`src/rtl/cpu_pkg.sv`:
```
// cpu_pkg: shared opcode constants, phase encoding and width default for the CPU sequencer
package cpu_pkg;
    localparam int OP_W_DEF = 3;
    localparam logic [2:0] OP_HLT = 3'd0;
    localparam logic [2:0] OP_SKZ = 3'd1;
    localparam logic [2:0] OP_ADD = 3'd2;
    localparam logic [2:0] OP_AND = 3'd3;
    localparam logic [2:0] OP_XOR = 3'd4;
    localparam logic [2:0] OP_LDA = 3'd5;
    localparam logic [2:0] OP_STO = 3'd6;
    localparam logic [2:0] OP_JMP = 3'd7;
    // HALT_LD is HALTED after load_in has been seen high; both report phase 4
    typedef enum logic [3:0] {
        INST_ADDR, INST_FETCH, INST_LOAD, IDLE,
        OP_ADDR, OP_FETCH, ALU_OP, STORE,
        HALTED, HALT_LD
    } phase_t;
endpackage

```
`src/rtl/cpu_sequencer_if.sv`:
```
// cpu_sequencer_if: control/status bundle between the sequencer (master) and the datapath (slave)
interface cpu_sequencer_if
    import cpu_pkg::*;
#(parameter int OP_W = OP_W_DEF);
    logic            load_in, zero, mem_ready;
    logic [OP_W-1:0] opcode;
    logic            sel, rd, wr, ld_ir, ld_ac, ld_pc, inc_pc, data_e, halt, bus_err;
    logic [OP_W-1:0] alu_op;
    logic [2:0]      phase;
    modport master(
        input  load_in, opcode, zero, mem_ready,
        output sel, rd, wr, ld_ir, ld_ac, ld_pc, inc_pc, data_e, alu_op, halt, bus_err, phase
    );
    modport slave(
        output load_in, opcode, zero, mem_ready,
        input  sel, rd, wr, ld_ir, ld_ac, ld_pc, inc_pc, data_e, alu_op, halt, bus_err, phase
    );
endinterface

```
`src/rtl/cpu_sequencer_wait_timer.sv`:
```
// seq_wait_timer: saturating count of held memory-wait cycles, flags when WAIT_MAX is reached
module seq_wait_timer #(parameter int WAIT_MAX = 15) (
    input  logic clock,
    input  logic reset,
    input  logic hold,
    output logic expired
);
    localparam int CW = $clog2(WAIT_MAX + 1);
    localparam logic [CW-1:0] MAX = CW'(WAIT_MAX);
    logic [CW-1:0] cnt;
    assign expired = cnt == MAX;
    always_ff @(posedge clock or negedge reset)
        if (!reset) cnt <= '0;
        else cnt <= (hold && !expired) ? cnt + CW'(1) : '0;
endmodule

```
`src/rtl/cpu_sequencer.sv`:
```
// cpu_sequencer: eight-phase instruction sequencer with memory wait states,
// bus-timeout halt and external program-load freeze
module cpu_sequencer
    import cpu_pkg::*;
#(
    parameter int OP_W     = OP_W_DEF,
    parameter int WAIT_MAX = 15
) (
    input logic           clock,
    input logic           reset,
    cpu_sequencer_if.master bus
);
    phase_t          state, nxt;
    logic [OP_W-1:0] alu_q;
    logic            bus_err_q;
    logic            valid, hlt, skz, sto, jmp, aluop;
    logic            wait_st, held, hold, timeout, expired, halted, en;
    logic [2:0]      op3;

    assign op3   = alu_q[2:0];
    assign valid = (alu_q >> 3) == '0;
    assign hlt   = valid && op3 == OP_HLT;
    assign skz   = valid && op3 == OP_SKZ;
    assign sto   = valid && op3 == OP_STO;
    assign jmp   = valid && op3 == OP_JMP;
    assign aluop = valid && (op3 == OP_ADD || op3 == OP_AND || op3 == OP_XOR || op3 == OP_LDA);
    assign en    = !bus.load_in;

    seq_wait_timer #(.WAIT_MAX(WAIT_MAX)) u_timer (
        .clock(clock), .reset(reset), .hold(hold), .expired(expired)
    );

    always_comb begin
        halted  = state == HALTED || state == HALT_LD;
        wait_st = state == INST_FETCH || (state == OP_FETCH && aluop) || (state == STORE && sto);
        held    = wait_st && !bus.mem_ready && en;
        timeout = held && expired;
        hold    = held && !expired;
        nxt = !en                         ? (halted ? HALT_LD : INST_ADDR)
            : state == HALTED             ? HALTED
            : state == HALT_LD            ? INST_ADDR
            : timeout                     ? HALTED
            : held                        ? state
            : (state == OP_ADDR && hlt)   ? HALTED
            : state == STORE              ? INST_ADDR
            : phase_t'(state + 4'd1);
    end

    always_comb begin
        bus.sel     = state inside {INST_ADDR, INST_FETCH, INST_LOAD, IDLE};
        bus.rd      = en && (state inside {INST_FETCH, INST_LOAD, IDLE}
                      || (aluop && state inside {OP_FETCH, ALU_OP, STORE}));
        bus.wr      = en && state == STORE && sto;
        bus.ld_ir   = en && state == INST_LOAD;
        bus.ld_ac   = en && state == STORE && aluop;
        bus.ld_pc   = en && state == STORE && jmp;
        bus.inc_pc  = en && ((state == OP_ADDR && valid && !hlt) || (state == STORE && skz && bus.zero));
        bus.data_e  = en && sto && state inside {ALU_OP, STORE};
        bus.alu_op  = alu_q;
        bus.halt    = halted;
        bus.bus_err = bus_err_q;
        bus.phase   = halted ? 3'd4 : 3'(state);
    end

    always_ff @(posedge clock or negedge reset)
        if (!reset) begin
            state     <= INST_ADDR;
            alu_q     <= '0;
            bus_err_q <= 1'b0;
        end else begin
            state <= nxt;
            if (state == INST_LOAD && bus.mem_ready && en) alu_q <= bus.opcode;
            if (timeout) bus_err_q <= 1'b1;
        end
endmodule
```
`src/flat_wrapper.sv`:
```
// flat-port wrapper written by rule: the top's interface ports become plain ports
module cpu_sequencer_flat import cpu_pkg::*;
#(
    parameter int OP_W     = OP_W_DEF,
    parameter int WAIT_MAX = 15
)
  (clock, reset, bus_load_in, bus_opcode, bus_zero, bus_mem_ready, bus_sel, bus_rd, bus_wr, bus_ld_ir, bus_ld_ac, bus_ld_pc, bus_inc_pc, bus_data_e, bus_alu_op, bus_halt, bus_bus_err, bus_phase);
  cpu_sequencer_if #(.OP_W(OP_W)) bus_i ();
  input logic clock;
  input logic reset;
  input wire logic [$bits(bus_i.load_in)-1:0] bus_load_in;
  input wire logic [$bits(bus_i.opcode)-1:0] bus_opcode;
  input wire logic [$bits(bus_i.zero)-1:0] bus_zero;
  input wire logic [$bits(bus_i.mem_ready)-1:0] bus_mem_ready;
  output wire logic [$bits(bus_i.sel)-1:0] bus_sel;
  output wire logic [$bits(bus_i.rd)-1:0] bus_rd;
  output wire logic [$bits(bus_i.wr)-1:0] bus_wr;
  output wire logic [$bits(bus_i.ld_ir)-1:0] bus_ld_ir;
  output wire logic [$bits(bus_i.ld_ac)-1:0] bus_ld_ac;
  output wire logic [$bits(bus_i.ld_pc)-1:0] bus_ld_pc;
  output wire logic [$bits(bus_i.inc_pc)-1:0] bus_inc_pc;
  output wire logic [$bits(bus_i.data_e)-1:0] bus_data_e;
  output wire logic [$bits(bus_i.alu_op)-1:0] bus_alu_op;
  output wire logic [$bits(bus_i.halt)-1:0] bus_halt;
  output wire logic [$bits(bus_i.bus_err)-1:0] bus_bus_err;
  output wire logic [$bits(bus_i.phase)-1:0] bus_phase;
  assign bus_i.load_in = bus_load_in;
  assign bus_i.opcode = bus_opcode;
  assign bus_i.zero = bus_zero;
  assign bus_i.mem_ready = bus_mem_ready;
  assign bus_sel = bus_i.sel;
  assign bus_rd = bus_i.rd;
  assign bus_wr = bus_i.wr;
  assign bus_ld_ir = bus_i.ld_ir;
  assign bus_ld_ac = bus_i.ld_ac;
  assign bus_ld_pc = bus_i.ld_pc;
  assign bus_inc_pc = bus_i.inc_pc;
  assign bus_data_e = bus_i.data_e;
  assign bus_alu_op = bus_i.alu_op;
  assign bus_halt = bus_i.halt;
  assign bus_bus_err = bus_i.bus_err;
  assign bus_phase = bus_i.phase;
  cpu_sequencer #(.OP_W(OP_W), .WAIT_MAX(WAIT_MAX)) u_core (.clock(clock), .reset(reset), .bus(bus_i));
endmodule
```
`config.mk`:
```
export PLATFORM = sky130hd
export DESIGN_NAME = cpu_sequencer_flat
export DESIGN_NICKNAME = d
export VERILOG_FILES = /design/src/rtl/cpu_pkg.sv /design/src/rtl/cpu_sequencer_if.sv /design/src/rtl/cpu_sequencer_wait_timer.sv /design/src/rtl/cpu_sequencer.sv /design/src/flat_wrapper.sv
export SDC_FILE = /design/constraint.sdc
export NUM_CORES = 1
export LEC_CHECK = 0
export ABC_AREA = 0
export CAP_MARGIN = 15
export CORE_AREA = 2 2 45 47
export CTS_BUF_LIST = sky130_fd_sc_hd__clkbuf_2
export DETAILED_ROUTE_END_ITERATION = 8
export DIE_AREA = 0 0 47 49
export PLACE_DENSITY = 0.77
export SYNTH_ARGS = -nofsm -noshare
export SYNTH_HDL_FRONTEND = slang
export SYNTH_SLANG_ARGS = --single-unit
```
`constraint.sdc`:
```
create_clock -name clock -period 2.2 [get_ports clock]
set_input_delay 0.22 -clock clock [delete_from_list [all_inputs] [get_ports clock]]
set_output_delay 0.22 -clock clock [all_outputs]
set_load 0.1 [all_outputs]
```
==> results of run 1 <==
==> logic make-up (layout without fill, tap and decap cells) <==
family | count (synthesis) | after routing | share of synthesized area, %
AND/OR/NAND/NOR | 39 | 39 | 25.3
AO/OA/AOI/OAI | 19 | 19 | 18.2
flip-flops | 12 | 12 | 37.0
buffers and inverters | 8 | 34 | 4.32
adder cells (fa/ha/maj) | 5 | 5 | 7.72
XOR/XNOR | 3 | 3 | 3.24
multiplexers | 3 | 3 | 4.17
==> registers in the layout (all words and copies together) (netlist names) <==
register            flops
u_core.u_timer.cnt      4
u_core.bus.bus_err      1
u_core.state            4
u_core.bus.alu_op       3
==> per-stage QoR <==
step	util (%)	setup WS [ps]	cell area [sq um]	hold WS, ps
global placement	71.0	360	1310	458
floorplan	-	-199	931	-75.6
CTS	72.0	27.4	1330	296
global route	72.1	42.8	1330	343
detailed placement	71.0	299	1310	467
finish	72.1	161	1330	292
==> routing by layer <==
metal  track usage (%)  vias up  routed length, um  share of wire, %
met5                 0        -                  0                 0
met4              7.41        0                 42               2.1
met3              1.85        6                 56               2.8
met2              36.8       20               1090                55
met1              21.7      367                793                40
li1                  -      377                  -                 -
==> timing repair <==
item                       in CTS  in global routing
hold endpoints to repair        0                  0
resized for setup               0                  1
setup endpoints to repair       0                  2
==> Yosys cell counts (all sizes together) <==
cell type | number | area [sq um]
nor2 | 15 | 56.3
nand3b | 2 | 15.0
o211ai | 1 | 7.51
a211o | 1 | 8.76
and2 | 1 | 6.26
a2bb2oi | 1 | 8.76
o2111a | 2 | 22.5
a221o | 1 | 10.0
xnor2 | 2 | 17.5
a31oi | 1 | 6.26
xor2 | 1 | 8.76
clkbuf | 2 | 7.51
a21oi | 3 | 15.0
buf | 2 | 12.5
nand3 | 6 | 30.0
inv | 4 | 15.0
o21ai | 3 | 15.0
dfrtp | 12 | 300
a211oi | 2 | 20.0
nand2b | 3 | 18.8
o21a | 1 | 7.51
a2111oi | 1 | 8.76
mux2 | 3 | 33.8
o211a | 1 | 10.0
nor2b | 2 | 12.5
nand2 | 1 | 3.75
ha | 5 | 62.6
o21bai | 1 | 7.51
nor3 | 6 | 30.0
nor4b | 3 | 32.5
==> final cells by class <==
class | instances | share of cell area, %
Clock buffer | 3 | 1.13
Clock inverter | 1 | 0.282
Inverter | 4 | 1.13
Multi-Input combinational cell | 69 | 44.7
Sequential cell | 12 | 22.9
Tap cell | 27 | 2.54
Timing Repair Buffer | 26 | 27.3
==> worst paths after layout <==
path	start	depth (start not counted)	slack (ps)	to
setup / recovery	u_core.state[0]	4	160	bus_rd
hold / removal	reset	1	290	u_core.u_timer.cnt[3]
setup reg to reg	u_core.state[1]	7	280	u_core.state[0]
hold reg to reg	u_core.u_timer.cnt[0]	1	500	u_core.u_timer.cnt[0]
max in group asynchronous	reset	1	1520	u_core.bus.alu_op[1]
min in group clock	u_core.u_timer.cnt[0]	1	500	u_core.u_timer.cnt[0]
==> reports/results.tsv, run 1 <==
metric	value	unit
status	completed	
multi_input_area	594	sq um
fin_crit_sh	92.7	%
report.final.slew_viol_count	0	
grt_max_degree	13	
rows	16	
avgSynthCellArea	9.11	sq um
critPathKind	flip-flop to primary output	
globalRoute.totalOverflow	0	
num_vias	770	
grt_pass1_vias	812	
layout_commonest_cell	buf_12	
clk_pin_slew	120	ps
final_cell_mix	buf_12 (12), dfrtp_1 (9), nor2_1 (8)	
tns	0	ps
max_freq	0.490	GHz
grt_usage	19.8	%
worst-path-buf-inv	1	
port-buffer-count	23	
finalHoldViolCount	0	
cp-start-kind	flip-flop	
layout-drive-gt1-share	40.0	%
ys_seq_area_share	37.0	%
num-nets-final	129	
endpoint_kind	primary output	
yosysWarnings	0	
first_iter_violations	9	
gp_congestion	0.878	
fin_crit	2040	ps
design.die.area	0.00230	sq mm
insertedDiodeCount	0	
synth.distinct_cells	34	
drtAntennaViolNets	0	
synth_area	811	sq um
slew-limit-headroom	63.1	%
numCtsBuffers	3	
cp_slowest_cell	dfrtp_1	
cts-hold-fix-buffers	0	
die_w	47	um
ys_ff_latch	12	
htreeDepth	1	
place_hpwl	1.68	mm
postCtsSetupBuffers	0	
die-height	49	um
clk_latency	270	ps
root_buffer	clkbuf_2	
drv_cap	0	
critPathTopFamily	flip-flops	
tightest_slew	552	ps
netlist_instances	89	
syn2layout_area_growth	63.9	%
fin_cells	142	
required	1980	ps
arrival	1820	ps
max_stage_delay	460	ps
initial_core_util	44.0	%
fill_cells	142	
rsz0062_at_grt	false	
cts_tree	done	
antenna_found_initial	0	
dr.pass1.iters	4	
core-area	0.00184	sq mm
cts_buffer_depth	2	
viasPerCell	5.42	
setup-violations-final	0	
wl	1.98	mm
finClkSkew	10.9	ps
hp-class	primary input to asynchronous set/reset pin	
ff_latch_area	304	sq um
grt_pass1_wl	3.42	mm
io_pins	24	
syn_nets	102	
wl_per_cell	13.9	um
clock_sinks	12	
cp_max_fo	9	
drc_errors	0	
dp_cells	138	
path_cells	ha_1 -> nor3_1 -> a2111oi_4 -> buf_12	
Power of run 1 is not shown: default switching activity piles up to over one toggle a cycle in this logic, so the estimate is an artifact.
==> run 2, diff against run 1 <==
- ABC_CLOCK_PERIOD_IN_PS: not set -> 2200
- HOLD_SLACK_MARGIN: not set -> 0.06
==> results of run 2 <==
Final layout, timing and power as in run 1 (identical DEF).
Power of run 2 is left out for the same reason.
